[src/rtl/fifo_pkg.sv]
// rtl/fifo_pkg.sv - shared sizing helpers and parameter legality checks for fifo_lvl
package fifo_pkg;

  function automatic int cnt_w(input int depth);
    return $clog2(depth + 1);
  endfunction

  function automatic bit is_pow2(input int v);
    return (v >= 2) && ((v & (v - 1)) == 0);
  endfunction

  function automatic bit params_ok(input int depth, input int af_thr, input int ae_thr);
    return is_pow2(depth)
        && (af_thr >= 1) && (af_thr <= depth)
        && (ae_thr >= 0) && (ae_thr <= depth - 1);
  endfunction

endpackage

[src/rtl/fifo_mem.sv]
// rtl/fifo_mem.sv - FIFO storage array, synchronous write and asynchronous read
module fifo_mem #(
  parameter int DataWidth = 8,
  parameter int Depth     = 16,
  parameter int AddrWidth = $clog2(Depth)
) (
  input  logic                 i_clk,
  input  logic                 i_wr_en,
  input  logic [AddrWidth-1:0] i_wr_addr,
  input  logic [DataWidth-1:0] i_wr_data,
  input  logic [AddrWidth-1:0] i_rd_addr,
  output logic [DataWidth-1:0] o_rd_data
);

  logic [DataWidth-1:0] mem_q [Depth];

  always_ff @(posedge i_clk) begin
    if (i_wr_en) begin
      mem_q[i_wr_addr] <= i_wr_data;
    end
  end

  assign o_rd_data = mem_q[i_rd_addr];

endmodule

[src/rtl/fifo_lvl.sv]
// rtl/fifo_lvl.sv - synchronous FIFO with fill level, thresholds, sticky errors, flush
// and selectable registered-read or first-word-fall-through output.
module fifo_lvl
  import fifo_pkg::*;
#(
  parameter int DataWidth      = 8,
  parameter int Depth          = 16,
  parameter bit Fwft           = 1'b0,
  parameter int AlmostFullThr  = Depth - 2,
  parameter int AlmostEmptyThr = 2
) (
  input  logic                      i_clk,
  input  logic                      i_rst_n,
  input  logic [DataWidth-1:0]      i_wr_data,
  input  logic                      i_wr_en,
  input  logic                      i_rd_en,
  input  logic                      i_clr,
  output logic [DataWidth-1:0]      o_rd_data,
  output logic                      o_rd_valid,
  output logic [cnt_w(Depth)-1:0]   o_count,
  output logic                      o_full,
  output logic                      o_empty,
  output logic                      o_almost_full,
  output logic                      o_almost_empty,
  output logic                      o_overflow,
  output logic                      o_underflow
);

  localparam int AW = $clog2(Depth);
  localparam int CW = cnt_w(Depth);
  localparam logic [CW-1:0] DepthC = CW'(Depth);
  localparam logic [CW-1:0] AfThrC = CW'(AlmostFullThr);
  localparam logic [CW-1:0] AeThrC = CW'(AlmostEmptyThr);

  if (!params_ok(Depth, AlmostFullThr, AlmostEmptyThr)) begin : g_bad_params
    $error("fifo_lvl: Depth must be a power of two >= 2 and thresholds in range");
  end

  logic [AW-1:0]        wr_ptr_q, wr_ptr_d;
  logic [AW-1:0]        rd_ptr_q, rd_ptr_d;
  logic [CW-1:0]        count_q, count_d;
  logic                 full_q, full_d;
  logic                 empty_q, empty_d;
  logic                 afull_q, afull_d;
  logic                 aempty_q, aempty_d;
  logic                 ovf_q, ovf_d;
  logic                 unf_q, unf_d;
  logic [DataWidth-1:0] rd_data_q, rd_data_d;
  logic                 rd_valid_q, rd_valid_d;

  logic                 rd_ok, wr_ok, mem_we;
  logic [DataWidth-1:0] mem_rd_data;

  // A write into a full FIFO is only legal when a read frees a slot in the same cycle.
  assign rd_ok  = i_rd_en & ~empty_q;
  assign wr_ok  = i_wr_en & (~full_q | rd_ok);
  assign mem_we = wr_ok & ~i_clr;

  fifo_mem #(
    .DataWidth (DataWidth),
    .Depth     (Depth),
    .AddrWidth (AW)
  ) u_mem (
    .i_clk     (i_clk),
    .i_wr_en   (mem_we),
    .i_wr_addr (wr_ptr_q),
    .i_wr_data (i_wr_data),
    .i_rd_addr (rd_ptr_q),
    .o_rd_data (mem_rd_data)
  );

  always_comb begin
    wr_ptr_d   = wr_ptr_q;
    rd_ptr_d   = rd_ptr_q;
    count_d    = count_q;
    ovf_d      = ovf_q;
    unf_d      = unf_q;
    rd_data_d  = rd_data_q;
    rd_valid_d = 1'b0;

    if (i_clr) begin
      wr_ptr_d = '0;
      rd_ptr_d = '0;
      count_d  = '0;
      ovf_d    = 1'b0;
      unf_d    = 1'b0;
    end else begin
      if (wr_ok) wr_ptr_d = wr_ptr_q + AW'(1);
      if (rd_ok) begin
        rd_ptr_d   = rd_ptr_q + AW'(1);
        rd_data_d  = mem_rd_data;
        rd_valid_d = 1'b1;
      end
      case ({wr_ok, rd_ok})
        2'b10:   count_d = count_q + CW'(1);
        2'b01:   count_d = count_q - CW'(1);
        default: count_d = count_q;
      endcase
      if (i_wr_en & ~wr_ok)   ovf_d = 1'b1;
      if (i_rd_en & empty_q)  unf_d = 1'b1;
    end

    // Flags follow next-count so they move on the same edge as o_count.
    full_d   = (count_d == DepthC);
    empty_d  = (count_d == '0);
    afull_d  = (count_d >= AfThrC);
    aempty_d = (count_d <= AeThrC);
  end

  always_ff @(posedge i_clk or negedge i_rst_n) begin
    if (!i_rst_n) begin
      wr_ptr_q   <= '0;
      rd_ptr_q   <= '0;
      count_q    <= '0;
      full_q     <= 1'b0;
      empty_q    <= 1'b1;
      afull_q    <= 1'b0;
      aempty_q   <= 1'b1;
      ovf_q      <= 1'b0;
      unf_q      <= 1'b0;
      rd_data_q  <= '0;
      rd_valid_q <= 1'b0;
    end else begin
      wr_ptr_q   <= wr_ptr_d;
      rd_ptr_q   <= rd_ptr_d;
      count_q    <= count_d;
      full_q     <= full_d;
      empty_q    <= empty_d;
      afull_q    <= afull_d;
      aempty_q   <= aempty_d;
      ovf_q      <= ovf_d;
      unf_q      <= unf_d;
      rd_data_q  <= rd_data_d;
      rd_valid_q <= rd_valid_d;
    end
  end

  assign o_rd_data      = Fwft ? mem_rd_data : rd_data_q;
  assign o_rd_valid     = Fwft ? ~empty_q    : rd_valid_q;
  assign o_count        = count_q;
  assign o_full         = full_q;
  assign o_empty        = empty_q;
  assign o_almost_full  = afull_q;
  assign o_almost_empty = aempty_q;
  assign o_overflow     = ovf_q;
  assign o_underflow    = unf_q;

endmodule

[config.mk]
export PLATFORM = sky130hd
export DESIGN_NAME = fifo_lvl
export DESIGN_NICKNAME = d
export VERILOG_FILES = /design/src/rtl/fifo_pkg.sv /design/src/rtl/fifo_mem.sv /design/src/rtl/fifo_lvl.sv
export SDC_FILE = /design/constraint.sdc
export NUM_CORES = 1
export LEC_CHECK = 0
export BUFFER_PORTS_ARGS = -buffer_cell sky130_fd_sc_hd__buf_2
export CAP_MARGIN = 20
export CORE_UTILIZATION = 55
export DETAILED_ROUTE_END_ITERATION = 8
export PLACE_DENSITY = 0.83
export SLEW_MARGIN = 20
export SYNTH_ARGS = -nofsm -noshare
export SYNTH_HDL_FRONTEND = slang
export SYNTH_HIERARCHICAL = 1
export SYNTH_SLANG_ARGS = --single-unit
[constraint.sdc]
create_clock -name i_clk -period 5.4 [get_ports i_clk]
set_input_delay 0.54 -clock i_clk [delete_from_list [all_inputs] [get_ports i_clk]]
set_output_delay 0.54 -clock i_clk [all_outputs]
set_load 0.02 [all_outputs]
==> results.ini, run 1 <==
[finish]
final_cell_mix = edfxtp_1 (128), nor2_1 (33), buf_2 (32)
seqCellArea_um2 = 4550
final_nets = 400
syn_to_final_growth_pct = 13.2
final_common_cell = edfxtp_1
multi_input_area_um2 = 1680
fin_util_pct = 65.1
drive_above_1_share_pct = 25.8
fill_cells = 736
fin_cells = 535
num_antenna_cells = 0

[floorplanning]
fp.dieH_um = 110
die_w_um = 110
rows = 38
dieArea_um2 = 12000
start_util_pct = 57.5
core_area_um2 = 11100
ioPinCount = 33

[status]
status = finished, final reports clean

[cts]
ctsResizeCount = 0
cts_made_buffers = 17
clk_pin_slew_ns = 0.06
clock_sinks = 156
clock_latency_ns = 0.42
tritoncts = yes
root_buffer = clkbuf_16
htree_levels = 4
cts.path.max_buffers = 2
cts_setup_buffers = 0
holdBufCountCts = 0

[global_route]
overflow = 0
grt_max_degree = 36
grt_pass1_wl_um = 18200
track_usage_pct = 22.2
grt_pass1_vias = 3198
antenna_found_initial = 0

[sta]
skew_ns = 0.00779
slew-limit-headroom_pct = 31.9
rsz0062_at_grt = no
setup_viol = 0
max_freq_mhz = 296
fin_crit_sh_pct = 62.6
period_needed_ns = 3.38
drv_slew = 0
worst_slew_pin_slew_ns = 1.02
hold_viol = 0
tns_ns = 0

[worst_setup_path]
crit_chain = nand2b_1, a21boi_0, inv_1, ha_1, xor2_1, ha_1, a21oi_1, nor2_1, o221ai_1, xor2_1, a31o_2
r2r_end = o_empty
critPathMaxStageDelay_ns = 0.57
ff2ff_path_depth = 11
cp_slowest_cell = a21boi_0
arrival_ns = 3.74
critPathKind = reg2reg
required_ns = 5.76
critPathMaxFanout = 9
start_kind = flip-flop
cp-end-kind = flip-flop
rrSetupSlack_ns = 2.02
timing.rr.start = o_empty
cp_top_family = compound AO/OA/AOI/OAI gates
critPathBufInv = 1

[detailed_routing]
totalWireLength_um = 12000
drt_iter0_drc = 321
drc = 0
dr_total_vias = 3352
drtAntennaViolNets = 0
post_drt_wl_per_cell_um = 22.4
firstDrtPassIters = 5
via_per_inst = 6.27

[placement]
place_hpwl_um = 7280
dp_cells = 503
gp_congestion = 0.805
io_buffers = 32

[pwr]
switching_share_pct = 25.5
p_per_area_nw_per_um2 = 429
seqPwrFrac_pct = 47.0
p_switching_mw = 0.788
p_int_mw = 2.31
leakage_nw = 2.54
ir_drop_mv = 0.292
clockPowerShare_pct = 38.4
combPwrFrac_pct = 14.6

[yosys]
syn-cell-area_um2 = 6370
ys_seq_area_share_pct = 71.4
synthArstFlopShare_pct = 17.9
synth_top_cell_area_share_pct = 60.4
synth-main-ff-cell = edfxtp_1
synth_warnings = 6
synth-seq-cells = 156
synthTopCellsByArea = edfxtp_1 (60%), dfrtp_1 (10%), mux4_2 (6.4%)
synth_top_cell_by_area = edfxtp_1
synthCells = 344
ys_types = 45
syn-num-nets = 362
synth-edff-count = 128
avgSynthCellArea_um2 = 18.5

[flow_run]
max-cap-violations = 0

[min_path]
hold_path_class = in2async

[per-layer routing]
| layer | vias up | track usage (%) | share of wire [%] |
|---|---|---|---|
| met1 | 1725 | 29.7 | 39 |
| met4 | 0 | 8.76 | 1.5 |
| met2 | 155 | 35.4 | 52 |
| met3 | 19 | 5.63 | 7.7 |
| met5 | - | 0 | 0 |
| li1 | 1453 | - | - |
[per-stage QoR]
step | worst slack [ns] | hold WS [ns] | power [mW] | cell area [um2]
after global routing | 1.75 | 0.182 | 3.21 | 7210
after detailed placement | 1.82 | 0.486 | 1.93 | 6610
final | 2.02 | 0.154 | 3.09 | 7210
after floorplan | 2.41 | 0.244 | 1.81 | 6370
after global placement | 1.99 | 0.474 | 1.92 | 6610
after CTS | 1.95 | 0.165 | 3.11 | 7200
[state kept, by name (all words and copies together) (netlist names), 4 cells and up]
| signal | cells |
|---|---|
| o_count | 5 |
| o_rd_data | 8 |
| rd_ptr_q | 4 |
| u_mem/mem_q | 128 |
| wr_ptr_q | 4 |
[cell usage after synthesis (all sizes together), types with 2 or more instances]
library cell	count
a31oi	2
mux2	8
dfstp	2
nand3b	3
ha	5
nand2	17
clkbuf	2
mux4	32
mux2i	2
and2	2
xor2	8
nor2b	2
a21oi	5
nor4b	2
xnor2	2
clkdlybuf4s25	3
edfxtp	128
nand3	2
a22oi	17
nor3	5
nand2b	3
buf	12
dfrtp	26
nor2	33
nand4	2
inv	4
o21ai	3
[worst max-delay path by stage]
stage | from | endpoint | slack, ns | cells past startpoint
final | o_empty | o_empty | 2.02 | 11
after floorplan | i_rd_en | o_almost_full | 2.41 | 12
after CTS | o_empty | u_mem/mem_q[0][1] | 1.95 | 6
after global placement | i_rd_en | u_mem/mem_q[0][2] | 1.99 | 7
after detailed placement | i_rd_en | u_mem/mem_q[0][6] | 1.82 | 7
after global routing | o_empty | o_empty | 1.75 | 11
[area by class of cell]
| type | instances | share of cell area [%] |
|---|---|---|
| inverter | 4 | 0.208 |
| clock buffer | 17 | 5.90 |
| tap | 140 | 2.43 |
| multi-input combinational | 167 | 23.3 |
| sequential | 156 | 63.1 |
| timing repair buffer | 36 | 2.64 |
| clock inverter | 15 | 2.34 |
[cells by family after synthesis]
| logic type | count (synthesis) | synth area share [%] |
|---|---|---|
| multiplexers | 42 | 13.9 |
| flip-flops | 156 | 71.4 |
| XOR/XNOR | 10 | 1.38 |
| adder cells (fa/ha/maj) | 5 | 0.982 |
| buffers and inverters | 21 | 2.28 |
| AO/OA/AOI/OAI | 35 | 4.18 |
| AND/OR/NAND/NOR | 75 | 5.91 |
[power by group through the flow]
| stage | Clock, mW | Sequential [mW] | Combinational (mW) |
|---|---|---|---|
| 2_1_floorplan | 0 | 1.49 | 0.322 |
| 3_3_place_gp | 0 | 1.48 | 0.439 |
| 3_5_place_dp | 0 | 1.48 | 0.450 |
| 4_1_cts | 1.21 | 1.46 | 0.453 |
| 5_1_grt | 1.26 | 1.47 | 0.488 |
| 6_report | 1.19 | 1.45 | 0.450 |
[worst reg2reg max path, delay by kind of cell (launching register included)]
family                   cells  cell delay (ns)
XOR/XNOR                     2             0.72
AND/OR/NAND/NOR              2             0.25
AO/OA/AOI/OAI                4             1.20
adder cells (fa/ha/maj)      2             0.58
buffers and inverters        1             0.21
flip-flops                   1             0.37
Note: power is estimated with default switching activity, not from simulation.
==> run 2: changes to the inputs <==
PLACE_DENSITY = 0.86   (was 0.83)
clock period = 2.8 ns   (was 5.4 ns; I/O delays follow)
==> run 2 against run 1 <==
The flow now finishes with violations (negative setup slack). First-iteration DRC count shrank 5.0%. Core utilization grew 1.7 points. Worst setup slack lost 2.1 ns. Clock skew is essentially flat. Clock-buffer cell count is the same. Hold slack lost 0.0055 ns. Critical path depth is the same. Power grew 97%. Clock power grew 97%. Register-to-register slack lost 2.1 ns. Sequential power grew 90%. Critical endpoint is now o_almost_full. Largest cell class unchanged. Highest routed layer unchanged.
==> results.ini, run 2 (synthesized netlist as in run 1, its figures left out) <==
[status]
status = finished, violations left
violations = negative setup slack

[floorplanning]
dieArea_um2 = 12000
start_util_pct = 57.5
die_w_um = 110
fp.dieH_um = 110
ioPinCount = 33
core_area_um2 = 11100
rows = 38

[finish]
fill_cells = 715
regMostFlops = u_mem/mem_q
final_nets = 420
seqCellArea_um2 = 4550
largest_reg_flops = 128
syn_to_final_growth_pct = 16.1
final_cell_mix = edfxtp_1 (128), nor2_1 (33), buf_2 (32)
final_common_cell = edfxtp_1
drive_above_1_share_pct = 30.6
num_antenna_cells = 0
multi_input_area_um2 = 1700

[placement]
gp_congestion = 0.902
io_buffers = 32
place_hpwl_um = 7530
dp_slack_ns = -0.0159

[worst_setup_path]
critPathKind = reg2reg
cp-end-kind = flip-flop
cp_slowest_cell = or4_4
ff2ff_path_depth = 11
required_ns = 3.15
start_kind = flip-flop
crit_chain = nand2b_2, a21boi_4, inv_1, ha_1, xor2_1, ha_1, a21oi_2, mux2i_1, xor2_1, or4_4, o21ai_2
critPathMaxStageDelay_ns = 0.51
critPathMaxFanout = 5
rrSetupSlack_ns = -0.04
arrival_ns = 3.20

[pwr]
leakage_nw = 2.65
p_total_mw = 6.10
p_per_area_nw_per_um2 = 825
ir_drop_mv = 0.555

[global_route]
grt_pass1_vias = 3372
grt_pass1_wl_um = 18900
grt_max_degree = 29
overflow = 0
track_usage_pct = 23.0
antenna_found_initial = 0

[sta]
worst_slew_pin_slew_ns = 0.790
skew_ns = 0.00749
max_freq_mhz = 352
hold_viol = 0
setup_viol = 1
fin_hold_ws_ns = 0.148
drv_slew = 0
fin_crit_sh_pct = 102
fin_ws_ns = -0.0446
slew-limit-headroom_pct = 47.2
period_needed_ns = 2.84

[detailed_routing]
via_per_inst = 6.20
post_drt_wl_per_cell_um = 22.7
drc = 0
totalWireLength_um = 12600
dr_total_vias = 3442
drt_iter0_drc = 305
drtAntennaViolNets = 0
firstDrtPassIters = 5

[cts]
cts.path.max_buffers = 2
tritoncts = yes
htree_levels = 4
clk_pin_slew_ns = 0.06
clock_latency_ns = 0.43
clock_sinks = 156
cts_made_buffers = 17
root_buffer = clkbuf_16

[flow_run]
max-cap-violations = 0

[min_path]
hold_depth = 3
hold_path_class = in2reg

## run 2: where the power goes
group	internal (mW)	switching [mW]
clock network	1.42	0.937
logic	0.437	0.560
registers	2.64	0.111
## run 2: per-layer routing
metal	vias to the layer above	GRT usage [%]	share of wire (%)
met5	-	0	0
met4	0	11.9	2.8
met3	30	5.16	7.0
met2	170	36.0	50
met1	1753	30.4	40
li1	1489	-	-
## run 2: final cells by class
class                      count  share of cell area [%]
sequential                   156                    61.5
multi-input combinational    167                    23.0
clock buffer                  17                    5.75
timing repair buffer          56                    4.64
clock inverter                15                    2.50
tap                          140                    2.37
inverter                       4                   0.203
## run 2: final timing paths
kind	endpoint	startpoint
setup / recovery	o_almost_full	o_empty
hold reg to reg	o_rd_data[2]	o_rd_data[2]
max in group asynchronous	rd_ptr_q[0]	i_rst_n
setup reg to reg	o_almost_full	o_empty
hold / removal	o_underflow	i_rd_en
min in group asynchronous	o_rd_data[2]	i_rst_n
## run 2: stage by stage
stage	utilization [%]	area [um2]	std cells	TNS [ns]
after floorplan	-	6370	344	0
after global placement	60.9	6740	521	0
after detailed placement	60.9	6740	521	-0.0403
after CTS	66.5	7370	554	0
after global routing	66.8	7400	555	-0.338
final	66.8	7400	555	-0.0446
## run 2: repair_timing
action	4_1_cts	5_1_grt
setup endpoints to repair	3	5
resized for setup	1	5
hold buffers	1	0
endpoints found under the hold margin	26	0
setup buffers	0	1
pin swaps	1	1
## run 2: critical path, delay by kind of cell (launching register included)
family                   cells  cell delay (ns)
AO/OA/AOI/OAI                3             0.42
AND/OR/NAND/NOR              2             0.75
XOR/XNOR                     2             0.33
buffers and inverters        1             0.11
flip-flops                   1             0.38
adder cells (fa/ha/maj)      2             0.46
multiplexers                 1             0.31
